**config.mk**
```make
export PLATFORM = sky130hd
export DESIGN_NAME = text_console
export DESIGN_NICKNAME = d
export VERILOG_FILES = /design/src/rtl/text_console_pkg.sv /design/src/rtl/tc_addr_gen.sv /design/src/rtl/text_console.sv
export SDC_FILE = /design/constraint.sdc
export NUM_CORES = 1
export LEC_CHECK = 0
export CORE_MARGIN = 2
export CORE_UTILIZATION = 55
export CTS_CLUSTER_DIAMETER = 120
export DETAILED_ROUTE_END_ITERATION = 10
export DONT_BUFFER_PORTS = 1
export PLACE_DENSITY_LB_ADDON = 0.12
export SKIP_CTS_REPAIR_TIMING = 1
export SLEW_MARGIN = 10
export SYNTH_ARGS = -nofsm -noshare
export SYNTH_HDL_FRONTEND = slang
export SYNTH_SLANG_ARGS = --single-unit
export TNS_END_PERCENT = 10
```
**constraint.sdc**
```tcl
create_clock -name clk50 -period 5.6 [get_ports clk50]
set_clock_uncertainty 0.1 [all_clocks]
set_input_delay 1.12 -clock clk50 [delete_from_list [all_inputs] [get_ports clk50]]
set_output_delay 1.12 -clock clk50 [all_outputs]
set_load 0.005 [all_outputs]
```
**src/rtl/text_console_pkg.sv**
```systemverilog
// Shared definitions for the text console engine: control codes and FSM encoding.
package text_console_pkg;

   localparam logic [7:0] CC_BS  = 8'h08;
   localparam logic [7:0] CC_TAB = 8'h09;
   localparam logic [7:0] CC_LF  = 8'h0A;
   localparam logic [7:0] CC_FF  = 8'h0C;
   localparam logic [7:0] CC_CR  = 8'h0D;

   typedef logic [1:0] st_t;

   localparam st_t ST_IDLE = 2'd0;
   localparam st_t ST_PUT  = 2'd1;
   localparam st_t ST_CLRL = 2'd2;
   localparam st_t ST_CLRS = 2'd3;

endpackage

```
**src/rtl/tc_addr_gen.sv**
```systemverilog
// Logical (row, col) plus ring offset to physical text RAM address.
// Shared with the display-side reader so both sides use one mapping.
module tc_addr_gen #(
   parameter int unsigned COLS = 80,
   parameter int unsigned ROWS = 25,
   parameter int unsigned AW   = 11
) (
   input  logic [5:0]    row,
   input  logic [5:0]    ofs,
   input  logic [7:0]    col,
   output logic [AW-1:0] addr
);

   logic [6:0] sum;
   logic [6:0] prow;

   // Wrap the physical row once (both operands are below ROWS), then linearise.
   always_comb begin
      sum  = {1'b0, row} + {1'b0, ofs};
      prow = (sum >= 7'(ROWS)) ? (sum - 7'(ROWS)) : sum;
      addr = AW'((32'(prow) * 32'(COLS)) + 32'(col));
   end

endmodule

```
**src/rtl/text_console.sv**
```systemverilog
// Character-stream console engine: cursor tracking, control-code decode,
// ring-scrolled line clears, full-screen clears and a direct write port.
module text_console
   import text_console_pkg::*;
#(
   parameter int unsigned COLS           = 80,
   parameter int unsigned ROWS           = 25,
   parameter int unsigned AW             = 11,
   parameter int unsigned TABW           = 8,
   parameter logic [7:0]  BLANK          = 8'h00,
   parameter bit          CLEAR_ON_RESET = 1'b1
) (
   input  logic          clk50,
   input  logic          reset,
   input  logic          ch_valid,
   input  logic [7:0]    ch_data,
   output logic          ch_ready,
   input  logic          dw_valid,
   input  logic [AW-1:0] dw_addr,
   input  logic [7:0]    dw_data,
   output logic          dw_ready,
   output logic          tram_we,
   output logic [AW-1:0] tram_addr,
   output logic [7:0]    tram_din,
   output logic [7:0]    cur_x,
   output logic [5:0]    cur_y,
   output logic [5:0]    row_ofs,
   output logic          busy
);

   localparam int unsigned NCELL = COLS * ROWS;
   localparam int unsigned CW    = $clog2(NCELL);

   st_t           state_q, state_d;
   logic [7:0]    x_q, x_d;
   logic [5:0]    y_q, y_d;
   logic [5:0]    ofs_q, ofs_d;
   logic [CW-1:0] cnt_q, cnt_d;
   logic [AW-1:0] base_q, base_d;
   logic          nl_q, nl_d;
   logic          init_q, init_d;
   logic          we_q, we_d;
   logic [AW-1:0] addr_q, addr_d;
   logic [7:0]    din_q, din_d;

   logic [AW-1:0] cur_addr;
   logic [AW-1:0] nl_base;
   logic [5:0]    nl_y;
   logic [5:0]    nl_ofs;
   logic [8:0]    tab_x;
   logic          idle;
   logic          do_line;

   tc_addr_gen #(.COLS(COLS), .ROWS(ROWS), .AW(AW)) u_cur_addr (
      .row  (y_q),
      .ofs  (ofs_q),
      .col  (x_q),
      .addr (cur_addr)
   );

   tc_addr_gen #(.COLS(COLS), .ROWS(ROWS), .AW(AW)) u_nl_addr (
      .row  (nl_y),
      .ofs  (nl_ofs),
      .col  (8'd0),
      .addr (nl_base)
   );

   // Cursor position a newline would produce, and the next tab stop.
   always_comb begin
      if (y_q < 6'(ROWS - 1)) begin
         nl_y   = y_q + 6'd1;
         nl_ofs = ofs_q;
      end else begin
         nl_y   = y_q;
         nl_ofs = (ofs_q == 6'(ROWS - 1)) ? 6'd0 : (ofs_q + 6'd1);
      end
      tab_x = {1'b0, (x_q | 8'(TABW - 1))} + 9'd1;
   end

   // Handshake readiness; a pending power-on clear holds off both ports.
   always_comb begin
      idle     = (state_q == ST_IDLE) && !init_q;
      dw_ready = idle;
      ch_ready = idle && !dw_valid;
   end

   // Next-state decode: accept, decode control codes, sequence writes.
   // A printable in the last column stores its newline in nl_q/base_q so the
   // PUT cycle can chain straight into the line clear.
   always_comb begin
      state_d = state_q;
      x_d     = x_q;
      y_d     = y_q;
      ofs_d   = ofs_q;
      cnt_d   = cnt_q;
      base_d  = base_q;
      nl_d    = nl_q;
      init_d  = init_q;
      we_d    = 1'b0;
      addr_d  = addr_q;
      din_d   = din_q;
      do_line = 1'b0;

      case (state_q)
         ST_IDLE: begin
            if (init_q) begin
               init_d  = 1'b0;
               state_d = ST_CLRS;
               cnt_d   = '0;
               we_d    = 1'b1;
               addr_d  = '0;
               din_d   = BLANK;
            end else if (dw_valid) begin
               state_d = ST_PUT;
               nl_d    = 1'b0;
               we_d    = 1'b1;
               addr_d  = dw_addr;
               din_d   = dw_data;
            end else if (ch_valid) begin
               if (ch_data >= 8'h20) begin
                  state_d = ST_PUT;
                  we_d    = 1'b1;
                  addr_d  = cur_addr;
                  din_d   = ch_data;
                  if (x_q == 8'(COLS - 1)) begin
                     x_d    = '0;
                     y_d    = nl_y;
                     ofs_d  = nl_ofs;
                     base_d = nl_base;
                     nl_d   = 1'b1;
                  end else begin
                     x_d  = x_q + 8'd1;
                     nl_d = 1'b0;
                  end
               end else begin
                  case (ch_data)
                     CC_BS: begin
                        if (x_q != 8'd0) x_d = x_q - 8'd1;
                     end
                     CC_CR: x_d = '0;
                     CC_LF: do_line = 1'b1;
                     CC_TAB: begin
                        if (tab_x >= 9'(COLS)) do_line = 1'b1;
                        else                   x_d = tab_x[7:0];
                     end
                     CC_FF: begin
                        x_d     = '0;
                        y_d     = '0;
                        ofs_d   = '0;
                        state_d = ST_CLRS;
                        cnt_d   = '0;
                        we_d    = 1'b1;
                        addr_d  = '0;
                        din_d   = BLANK;
                     end
                     default: ;
                  endcase
               end
            end
            if (do_line) begin
               x_d     = '0;
               y_d     = nl_y;
               ofs_d   = nl_ofs;
               base_d  = nl_base;
               state_d = ST_CLRL;
               cnt_d   = '0;
               we_d    = 1'b1;
               addr_d  = nl_base;
               din_d   = BLANK;
            end
         end
         ST_PUT: begin
            if (nl_q) begin
               nl_d    = 1'b0;
               state_d = ST_CLRL;
               cnt_d   = '0;
               we_d    = 1'b1;
               addr_d  = base_q;
               din_d   = BLANK;
            end else begin
               state_d = ST_IDLE;
            end
         end
         ST_CLRL: begin
            if (cnt_q == CW'(COLS - 1)) begin
               state_d = ST_IDLE;
            end else begin
               cnt_d  = cnt_q + CW'(1);
               we_d   = 1'b1;
               addr_d = base_q + AW'(cnt_q) + AW'(1);
               din_d  = BLANK;
            end
         end
         ST_CLRS: begin
            if (cnt_q == CW'(NCELL - 1)) begin
               state_d = ST_IDLE;
            end else begin
               cnt_d  = cnt_q + CW'(1);
               we_d   = 1'b1;
               addr_d = AW'(cnt_q) + AW'(1);
               din_d  = BLANK;
            end
         end
         default: state_d = ST_IDLE;
      endcase
   end

   // State and output registers; reset aborts any write sequence immediately.
   always_ff @(posedge clk50 or posedge reset) begin
      if (reset) begin
         state_q <= ST_IDLE;
         x_q     <= '0;
         y_q     <= '0;
         ofs_q   <= '0;
         cnt_q   <= '0;
         base_q  <= '0;
         nl_q    <= 1'b0;
         init_q  <= CLEAR_ON_RESET;
         we_q    <= 1'b0;
         addr_q  <= '0;
         din_q   <= BLANK;
      end else begin
         state_q <= state_d;
         x_q     <= x_d;
         y_q     <= y_d;
         ofs_q   <= ofs_d;
         cnt_q   <= cnt_d;
         base_q  <= base_d;
         nl_q    <= nl_d;
         init_q  <= init_d;
         we_q    <= we_d;
         addr_q  <= addr_d;
         din_q   <= din_d;
      end
   end

   assign tram_we   = we_q;
   assign tram_addr = addr_q;
   assign tram_din  = din_q;
   assign cur_x     = x_q;
   assign cur_y     = y_q;
   assign row_ofs   = ofs_q;
   assign busy      = (state_q != ST_IDLE);

endmodule

```
Word level (Yosys, flattened, before mapping)
Index checks and enable logic that the tools add are counted.
{"block": "classes", "n_addsub": 13, "n_mul": 2, "magnitude_cmp": 5, "n_eq_ne": 31, "n_mux": 94, "reduce_logical": 21}
{"operator": "$mux 11", "count": 22}
{"operator": "$mux 8", "count": 17}
{"operator": "$mux 6", "count": 16}
{"operator": "$pmux 11 s4", "count": 2}
{"operator": "$eq 8x4->1 const B", "count": 5}
{"operator": "$pmux 8 s4", "count": 1}
{"operator": "$pmux 8 s3", "count": 1}
{"operator": "$add 11x1->11 const B", "count": 2}
{"operator": "$mux 1", "count": 20}
{"operator": "$mux 2", "count": 9}
{"operator": "$add 6x6->7", "count": 2}
{"operator": "$ge 7x5->1 const B", "count": 2}
{"operator": "$mul 7x3->7 const B", "count": 2}
{"operator": "$mux 7", "count": 2}
{"operator": "$reduce_and 7->1", "count": 2}
{"operator": "$sub 7x5->7 const B", "count": 2}
{"operator": "$add 6x1->6 const B", "count": 2}
{"operator": "$ne 2x2->1 const B", "count": 6}
{"operator": "$ne 4x3->1 const B", "count": 3}
{"operator": "$reduce_and 6->1", "count": 2}
{"operator": "$add 11x11->11", "count": 1}
{"operator": "$add 11x8->11", "count": 1}
{"operator": "$eq 11x11->1 const B", "count": 1}
{"operator": "$eq 11x7->1 const B", "count": 1}
{"operator": "31 further kinds", "count": 42}
{"block": "totals", "register_bits": 66, "out_inout_bits": 43}

Longest topological paths before layout
Gate-level depths: netlist of run 1.
{"block": "depth", "ltp_word": 13, "ltp_mapped": 24, "depth_no_buf": 24}

By module
Synthesis of run 1 repeated with hierarchy kept, for this count alone.
{"block": "hier_totals", "hier_cells": 766, "hier_area_um2": 6670.1}
{"mod": "text_console", "n_inst": 1, "cells_per_inst": 562, "area_each_um2": 4933.5, "seq_area_each_um2": 1652.8}
{"mod": "tc_addr_gen", "n_inst": 2, "cells_per_inst": 102, "area_each_um2": 868.3, "seq_area_each_um2": 0.0}

Least setup slack after synthesis of run 1
No wires, ideal clock.
{"block": "synth_path", "kind": "flip-flop to flip-flop", "from": "register y_q[3], in the netlist cur_y[3]", "to": "register addr_q[10], in the netlist tram_addr[10]", "setup_ps": 126, "arrival_ps": 5133, "setup_slack_ps": 241, "stages_incl_launch_ff": 24, "synth_period_minus_slack_ps": 5359, "path_cell_list": "dfrtp_1 > nand2_1 > nand2_1 > nand3_1 > nor4b_1 > a21oi_1 > ha_1 > inv_1 > fa_1 > ha_1 > or2_2 > nand2_1 > nor2_1 > or3_1 > nand2_1 > xor2_1 > ha_1 > ha_1 > a21o_1 > a21oi_1 > xnor2_1 > xnor2_1 > nor3_1 > o32a_1"}
{"block": "synth_between", "elab_chain_cells": 11, "elab_cells_between_ends": 21}
{"element": "start, declared", "line_no": "text_console.sv:36", "rtl": "logic [5:0] y_q, y_d;"}
{"element": "start signal, assigned", "line_no": "text_console.sv:225", "rtl": "y_q <= y_d;"}
{"element": "$add 6x6->7", "line_no": "tc_addr_gen.sv:19", "rtl": "sum = {1'b0, row} + {1'b0, ofs};"}
{"element": "$sub 7x5->7 / $ge 7x5->1 (equally long branches)", "line_no": "tc_addr_gen.sv:20", "rtl": "prow = (sum >= 7'(ROWS)) ? (sum - 7'(ROWS)) : sum;"}
{"element": "$mux 7", "line_no": "tc_addr_gen.sv:20"}
{"element": "$mul 7x3->7", "line_no": "tc_addr_gen.sv:21", "rtl": "addr = AW'((32'(prow) * 32'(COLS)) + 32'(col));"}
{"element": "$add 11x8->11", "line_no": "tc_addr_gen.sv:21"}
{"element": "$mux 11", "line_no": "text_console.sv:120", "rtl": "if (ch_data >= 8'h20) begin"}
{"element": "$mux 11", "line_no": "text_console.sv:119", "rtl": "end else if (ch_valid) begin"}
{"element": "$mux 11", "line_no": "text_console.sv:113", "rtl": "end else if (dw_valid) begin"}
{"element": "$mux 11", "line_no": "text_console.sv:106", "rtl": "if (init_q) begin"}
{"element": "$mux 11 (*)", "line_no": "text_console.sv:160", "rtl": "if (do_line) begin"}
{"element": "$pmux 11 s4 (*)", "line_no": "text_console.sv:104", "rtl": "case (state_q)"}
{"element": "end signal, assigned", "line_no": "text_console.sv:232", "rtl": "addr_q <= addr_d;"}
{"element": "end, declared", "line_no": "text_console.sv:43", "rtl": "logic [AW-1:0] addr_q, addr_d;"}
Every way passes the cells marked *; elsewhere a longest branch is shown, timed or not. The select of a mux whose other input is x is not followed.
A chain may end at the register's enable or synchronous reset.

Final worst setup path of run 1
{"block": "layout_path", "from": "register y_q[5], in the netlist cur_y[5]", "to": "register addr_q[10], in the netlist tram_addr[10]"}
The elaborated chain is that of the path after synthesis.

==> reports/qor.yml, run 1 <==
run_status:
  status: "completed"
yosys:
  synth_edf_count: 0
  synth.distinct_cells: 67
  synth-main-ff-cell: "dfrtp_1"
  netlist_area_mm2: 0.00564
  yosys_warnings: 0
  yosysSeqAreaShare_pct: 27.5
  syn_inst: 686
  avgSynthCellArea_um2: 8.22
  synth_async_sr_flop_share_pct: 100
  ys_ff_latch: 62
  synth_nets: 771
pwr:
  power_leakage_uw: 0.00259
  power.density_mw_per_mm2: 166
  max-vdd-ir-drop_mv: 0.194
drt:
  drt_pass1_iterations: 5
  top_layer: "met4"
  wl_met1_um: 6290
  vias: 5084
  ant_nets: 0
  dr_wl_met3_um: 1020
  wl_met2_um: 6970
  drc_errors: 0
  wl_per_cell_um: 18.0
  viasPerCell: 6.25
  drtIter0Drc: 371
  finalWirelength_um: 14700
placed_design:
  hpwl_um: 11100
  numPortBuffers: 0
  gp_congestion: 0.960
  placed_cell_area_mm2: 0.00574
sta:
  fmax_ghz: 0.189
  fin_crit_ps: 5290
  setup_viol: 0
  max_slew_margin_pct: 32.2
  rsz0062_at_grt: "no"
  drv_slew: 0
  setup_tns_ps: 0
  hold_violations: 0
  worst-slew-pin-transition_ps: 1020
  timing.final.crit_share_pct: 94.4
global_route:
  overflow: 0
  track_usage_pct: 27.1
  antenna_found_initial: 0
  grt_max_degree: 63
  grt_pass1_vias: 4862
  grt_first_pass_wirelength_um: 24100
min_path:
  min_to: "tram_addr[2]"
  worstHoldStart: "tram_addr[2]"
  hold_path.class: "flip-flop to flip-flop"
  hold_path_depth: 2
critical_path:
  crit_path_max_fanout: 8
  required_ps: 5760
  r2r_slack_ps: 310
  path_class: "flip-flop to flip-flop"
  cp.arrival_ps: 5440
  rr_startpoint: "cur_y[5]"
  r2r-end: "tram_addr[10]"
  end_kind: "flip-flop"
  cp-start-kind: "flip-flop"
  rr_worst_depth: 22
cells_and_area:
  stdcell_area_mm2: 0.00599
  drive_above_1_share_pct: 9.25
  area_delta_synth_final_pct: 6.28
  antenna_cells: 0
  nets: 761
cts:
  numCtsBuffers: 9
  clock_latency_ps: 370
  cts_buffer_depth: 2
  clk_pin_slew_ps: 80
  cts_root_buffer: "clkbuf_8"
  htreeDepth: 3
  cts_sinks: 62
  cts_tree: "built"
floorplan:
  core_region_area_mm2: 0.00986
  fp.dieH_um: 105
  rows: 36
  initial_core_util_pct: 57.2
  ioPinCount: 74
  die_w_um: 105
  dieArea_mm2: 0.0111
flow_run:
  max-cap-violations: 0
power breakdown:
group	internal, µW	switching [µW]	total [µW]
logic	30.9	47.7	78.5
registers	450	7.46	457
clock network	275	185	460
total	756	240	996
cells in the mapped netlist (16+ instances only):
| cell | instances | area [µm²] |
|---|---|---|
| xor2_1 | 22 | 193 |
| a22oi_1 | 16 | 120 |
| inv_1 | 32 | 120 |
| ha_1 | 49 | 613 |
| a21oi_1 | 45 | 225 |
| nand2_1 | 78 | 293 |
| clkbuf_1 | 20 | 75.1 |
| nand3_1 | 17 | 85.1 |
| dfrtp_1 | 61 | 1530 |
| o21ai_0 | 57 | 285 |
| nor2_1 | 53 | 199 |
| xnor2_1 | 30 | 263 |
metrics by stage:
| step | worst slack [ps] | instances | hold WS (ps) | utilization [%] | power [µW] |
|---|---|---|---|---|---|
| finish | 315 | 814 | 409 | 60.8 | 996 |
| CTS | 268 | 814 | 413 | 60.5 | 1000 |
| floorplan | 241 | 686 | 373 | - | 527 |
| detailed placement | 288 | 798 | 397 | 58.2 | 544 |
| global placement | 392 | 798 | 388 | 58.2 | 542 |
| global route | 27.5 | 814 | 441 | 60.8 | 1030 |
state kept, by name, indices dropped and copies added (netlist names), 2 cells and up:
register   cells
base_q         7
cur_x          8
state_q        2
tram_addr     11
tram_din       8
cur_y          6
row_ofs        6
cnt_q         11
cell type report:
type | instances | area [µm²]
Tap cell | 133 | 166
Multi-Input combinational cell | 560 | 3840
Clock inverter | 3 | 67.6
Inverter | 32 | 120
Sequential cell | 62 | 1550
Timing Repair Buffer | 11 | 82.6
Fill cell | 899 | 3870
Clock buffer | 13 | 159
layout by cell type, fill, tap and decap left out, types with 12 or more instances in the layout:
| master | instances |
|---|---|
| dfrtp_1 | 60 |
| a21oi_1 | 43 |
| nor2_1 | 53 |
| xor2_1 | 21 |
| nor3_1 | 14 |
| ha_1 | 49 |
| nand3_1 | 17 |
| inv_1 | 31 |
| xnor2_1 | 30 |
| nand2b_1 | 12 |
| mux2_2 | 14 |
| o31ai_1 | 12 |
| a22oi_1 | 16 |
| o21ai_0 | 57 |
| nand2_1 | 77 |
routing by layer:
layer | vias to the layer above | track usage (%)
met5 | - | 0
met4 | 0 | 10.6
met3 | 32 | 6.43
met2 | 189 | 44.0
met1 | 2432 | 34.9
li1 | 2431 | -
cells by family (layout without fill, tap and decap cells):
kind of cell	Yosys count	count (layout)	synth area share, %
AOI/OAI and AO/OA	192	192	21.2
xor gates and xnor gates	52	52	8.07
adders and majority gates	55	55	12.8
buffers and inverters	64	59	4.72
DFF	62	62	27.5
muxes	24	24	5.01
and+or+nand+nor	237	237	20.7
worst max-delay path by stage:
stage	from	end	slack [ps]	cells past startpoint
CTS	cur_y[3]	tram_addr[10]	270	23
finish	cur_y[5]	tram_addr[10]	310	22
floorplan	cur_y[3]	tram_addr[10]	240	23
global route	cur_y[0]	tram_addr[10]	30	20
global placement	cur_y[3]	tram_addr[10]	390	23
detailed placement	cur_y[3]	tram_addr[10]	290	23
worst max-delay path, cell delays in order (launching register included):
cell	delay, ps
dfrtp_1	440
inv_1	120
nand2_2	140
nand3_1	120
nor4b_2	360
buf_4	210
nor2_1	50
ha_1	380
nand3_1	120
nor2_1	60
or4_1	510
and2_1	260
or3_1	400
nand2_1	110
xor2_1	210
ha_1	280
ha_1	290
a21o_1	170
a21oi_1	160
xnor2_1	150
xnor2_1	170
nor3_1	80
o32a_1	290
Note: power is estimated with default switching activity, not from simulation.
==> inputs of run 2 (changes only) <==
RECOVER_POWER = 25   (was not set)
clock period = 6.66 ns   (was 5.6 ns; I/O delays follow)
==> run 2 against run 1 <==
The flow now finishes with violations (max-capacitance violations, max-slew violations); first-iteration DRC count down 1.9%; non-clock buffer count down 5; sequential share of layout area up 0.22 points; worst hold slack worse by 2.8 ps; routed wire length up 0.71%; sequential power down 16%; maximum frequency down 5.4%; critical endpoint unchanged.
==> reports/qor.yml, run 2 (synthesis gave the netlist of run 1 again) <==
run_status:
  status: "finished with violations"  # was completed
  violations: "max-capacitance violations, max-slew violations"
flow_run:
  max-cap-violations: 1  # was 0
cts:
  cts_buffer_depth: 2  # unchanged
  cts_tree: "built"  # unchanged
  cts_sinks: 62  # unchanged
  clock_latency_ps: 370  # about the same
  htreeDepth: 3  # unchanged
  cts_root_buffer: "clkbuf_8"  # unchanged
  clk_pin_slew_ps: 70  # was 80 ps
  numCtsBuffers: 9  # unchanged
sta:
  timing.final.crit_share_pct: 83.9  # was 94.4%
  fin_ws_ps: 1070  # was 315 ps
  setup_viol: 0  # unchanged
  fmax_ghz: 0.179  # was 0.189 GHz
  drv_slew: 63  # was 0
  rsz0062_at_grt: "no"  # unchanged
  worst-slew-pin-transition_ps: 3490  # was 1020 ps
  max_slew_margin_pct: -132  # was 32.2%
  hold_violations: 0  # unchanged
  fin_crit_ps: 5590  # was 5290 ps
  setup_tns_ps: 0  # unchanged
cells_and_area:
  final_common_cell: "nand2_1"  # unchanged
  fillCellCount: 871  # was 899
  final_cell_mix: "nand2_1, dfrtp_1, o21ai_0, nor2_1, ha_1"  # unchanged
  nets: 756  # was 761
  stdcell_area_mm2: 0.00594  # was 0.00599 mm²
  area_delta_synth_final_pct: 5.30  # was 6.28%
  antenna_cells: 0  # unchanged
  drive_above_1_share_pct: 7.54  # was 9.25%
pwr:
  max-vdd-ir-drop_mv: 0.109  # was 0.194 mV
  power.density_mw_per_mm2: 143  # was 166 mW/mm²
  power_leakage_uw: 0.00258  # was 0.00259 µW
  p_total_uw: 846  # was 996 µW
global_route:
  antenna_found_initial: 0  # unchanged
  grt_first_pass_wirelength_um: 24600  # was 24,100 µm
  overflow: 0  # unchanged
  grt_max_degree: 63  # unchanged
  track_usage_pct: 27.8  # was 27.1%
  grt_pass1_vias: 4993  # was 4,862
critical_path:
  required_ps: 6810  # was 5760 ps
  crit_path_max_fanout: 8  # unchanged
  r2r-end: "tram_addr[10]"  # unchanged
  path_class: "flip-flop to flip-flop"  # unchanged
  startpoint: "cur_y[3]"  # was cur_y[5]
  rr_worst_depth: 21  # was 22
  end_kind: "flip-flop"  # unchanged
  cp-start-kind: "flip-flop"  # unchanged
  cp.arrival_ps: 5740  # was 5440 ps
  rr_startpoint: "cur_y[3]"  # was cur_y[5]
  r2r_slack_ps: 1070  # was 310 ps
placed_design:
  numPortBuffers: 0  # unchanged
  gp_congestion: 0.969  # was 0.960
  hpwl_um: 11100  # about the same
  placed_cell_area_mm2: 0.00571  # was 0.00574 mm²
  pre_cts_slack_ps: 1150  # was 288 ps
drt:
  drtIter0Drc: 364  # was 371
  vias: 5079  # was 5,084
  drc_errors: 0  # unchanged
  wl_met1_um: 6340  # was 6290 µm
  finalWirelength_um: 14800  # was 14,700 µm
  viasPerCell: 6.28  # was 6.25
  wl_met2_um: 7000  # was 6970 µm
  top_layer: "met4"  # unchanged
  ant_nets: 0  # unchanged
  wl_per_cell_um: 18.3  # was 18.0 µm
  dr_wl_met3_um: 1040  # was 1020 µm
  drt_pass1_iterations: 5  # unchanged
min_path:
  hold_path_depth: 2  # unchanged
  hold_path.class: "flip-flop to flip-flop"  # unchanged
  min_to: "tram_din[3]"  # was tram_addr[2]
  worstHoldStart: "tram_din[3]"  # was tram_addr[2]
floorplan:
  rows: 36  # unchanged
  fp.dieH_um: 105  # unchanged
  ioPinCount: 74  # unchanged
  dieArea_mm2: 0.0111  # unchanged
  die_w_um: 105  # unchanged
  core_region_area_mm2: 0.00986  # unchanged
  initial_core_util_pct: 57.2  # unchanged
## run 2: metrics by stage
stage / utilization (%) / hold slack [ps] / cells
floorplan: - / 373 / 686
detailed placement: 57.8 / 397 / 793
global route: 60.2 / 450 / 809
CTS: 60.2 / 412 / 809
global placement: 57.8 / 387 / 793
finish: 60.2 / 406 / 809
## run 2: how the worst max path moves through the flow
stage / end / slack (ps)
3_5_place_dp: tram_addr[10] / 1150
6_report: tram_addr[10] / 1070
2_1_floorplan: tram_addr[10] / 1300
4_1_cts: tram_addr[10] / 1130
5_1_grt: tram_addr[10] / 600
3_3_place_gp: tram_addr[10] / 1370
## run 2: cell type report
cell class	instances	area [µm²]	area share [%]
Timing Repair Buffer	6	41.3	0.695
Inverter	32	120	2.02
Multi-Input combinational cell	560	3820	64.4
Clock buffer	13	169	2.84
Sequential cell	62	1550	26.1
Clock inverter	3	65.1	1.10
Tap cell	133	166	2.80
## run 2: layer usage
metal / vias to the layer above / global-route usage (%)
met2: 172 / 45.2
met5: - / 0
met4: 0 / 11.3
met3: 33 / 8.16
met1: 2449 / 34.6
li1: 2425 / -
## run 2: power breakdown
| part | total (µW) | switching [µW] | internal [µW] | leakage (µW) |
|---|---|---|---|---|
| clock | 395 | 155 | 241 | 0.000120 |
| sequential | 385 | 6.35 | 378 | 0.000749 |
| combinational | 66.2 | 40.7 | 25.5 | 0.00171 |
## run 2: worst max-delay path, cell delays in order (launching register included)
cell and delay, ps:
dfrtp_1 470, a21oi_1 510, nand2_1 110, a21oi_1 210, ha_1 220, inv_1 70, fa_1 400, nand2b_1 170
a21oi_1 350, xnor2_1 310, nor2_1 130, or3_1 480, nand2_1 120, xor2_1 210, ha_1 280, ha_1 290
a21o_1 180, a21oi_1 170, xnor2_1 160, xnor2_1 170, nor3_1 80, o32a_1 290
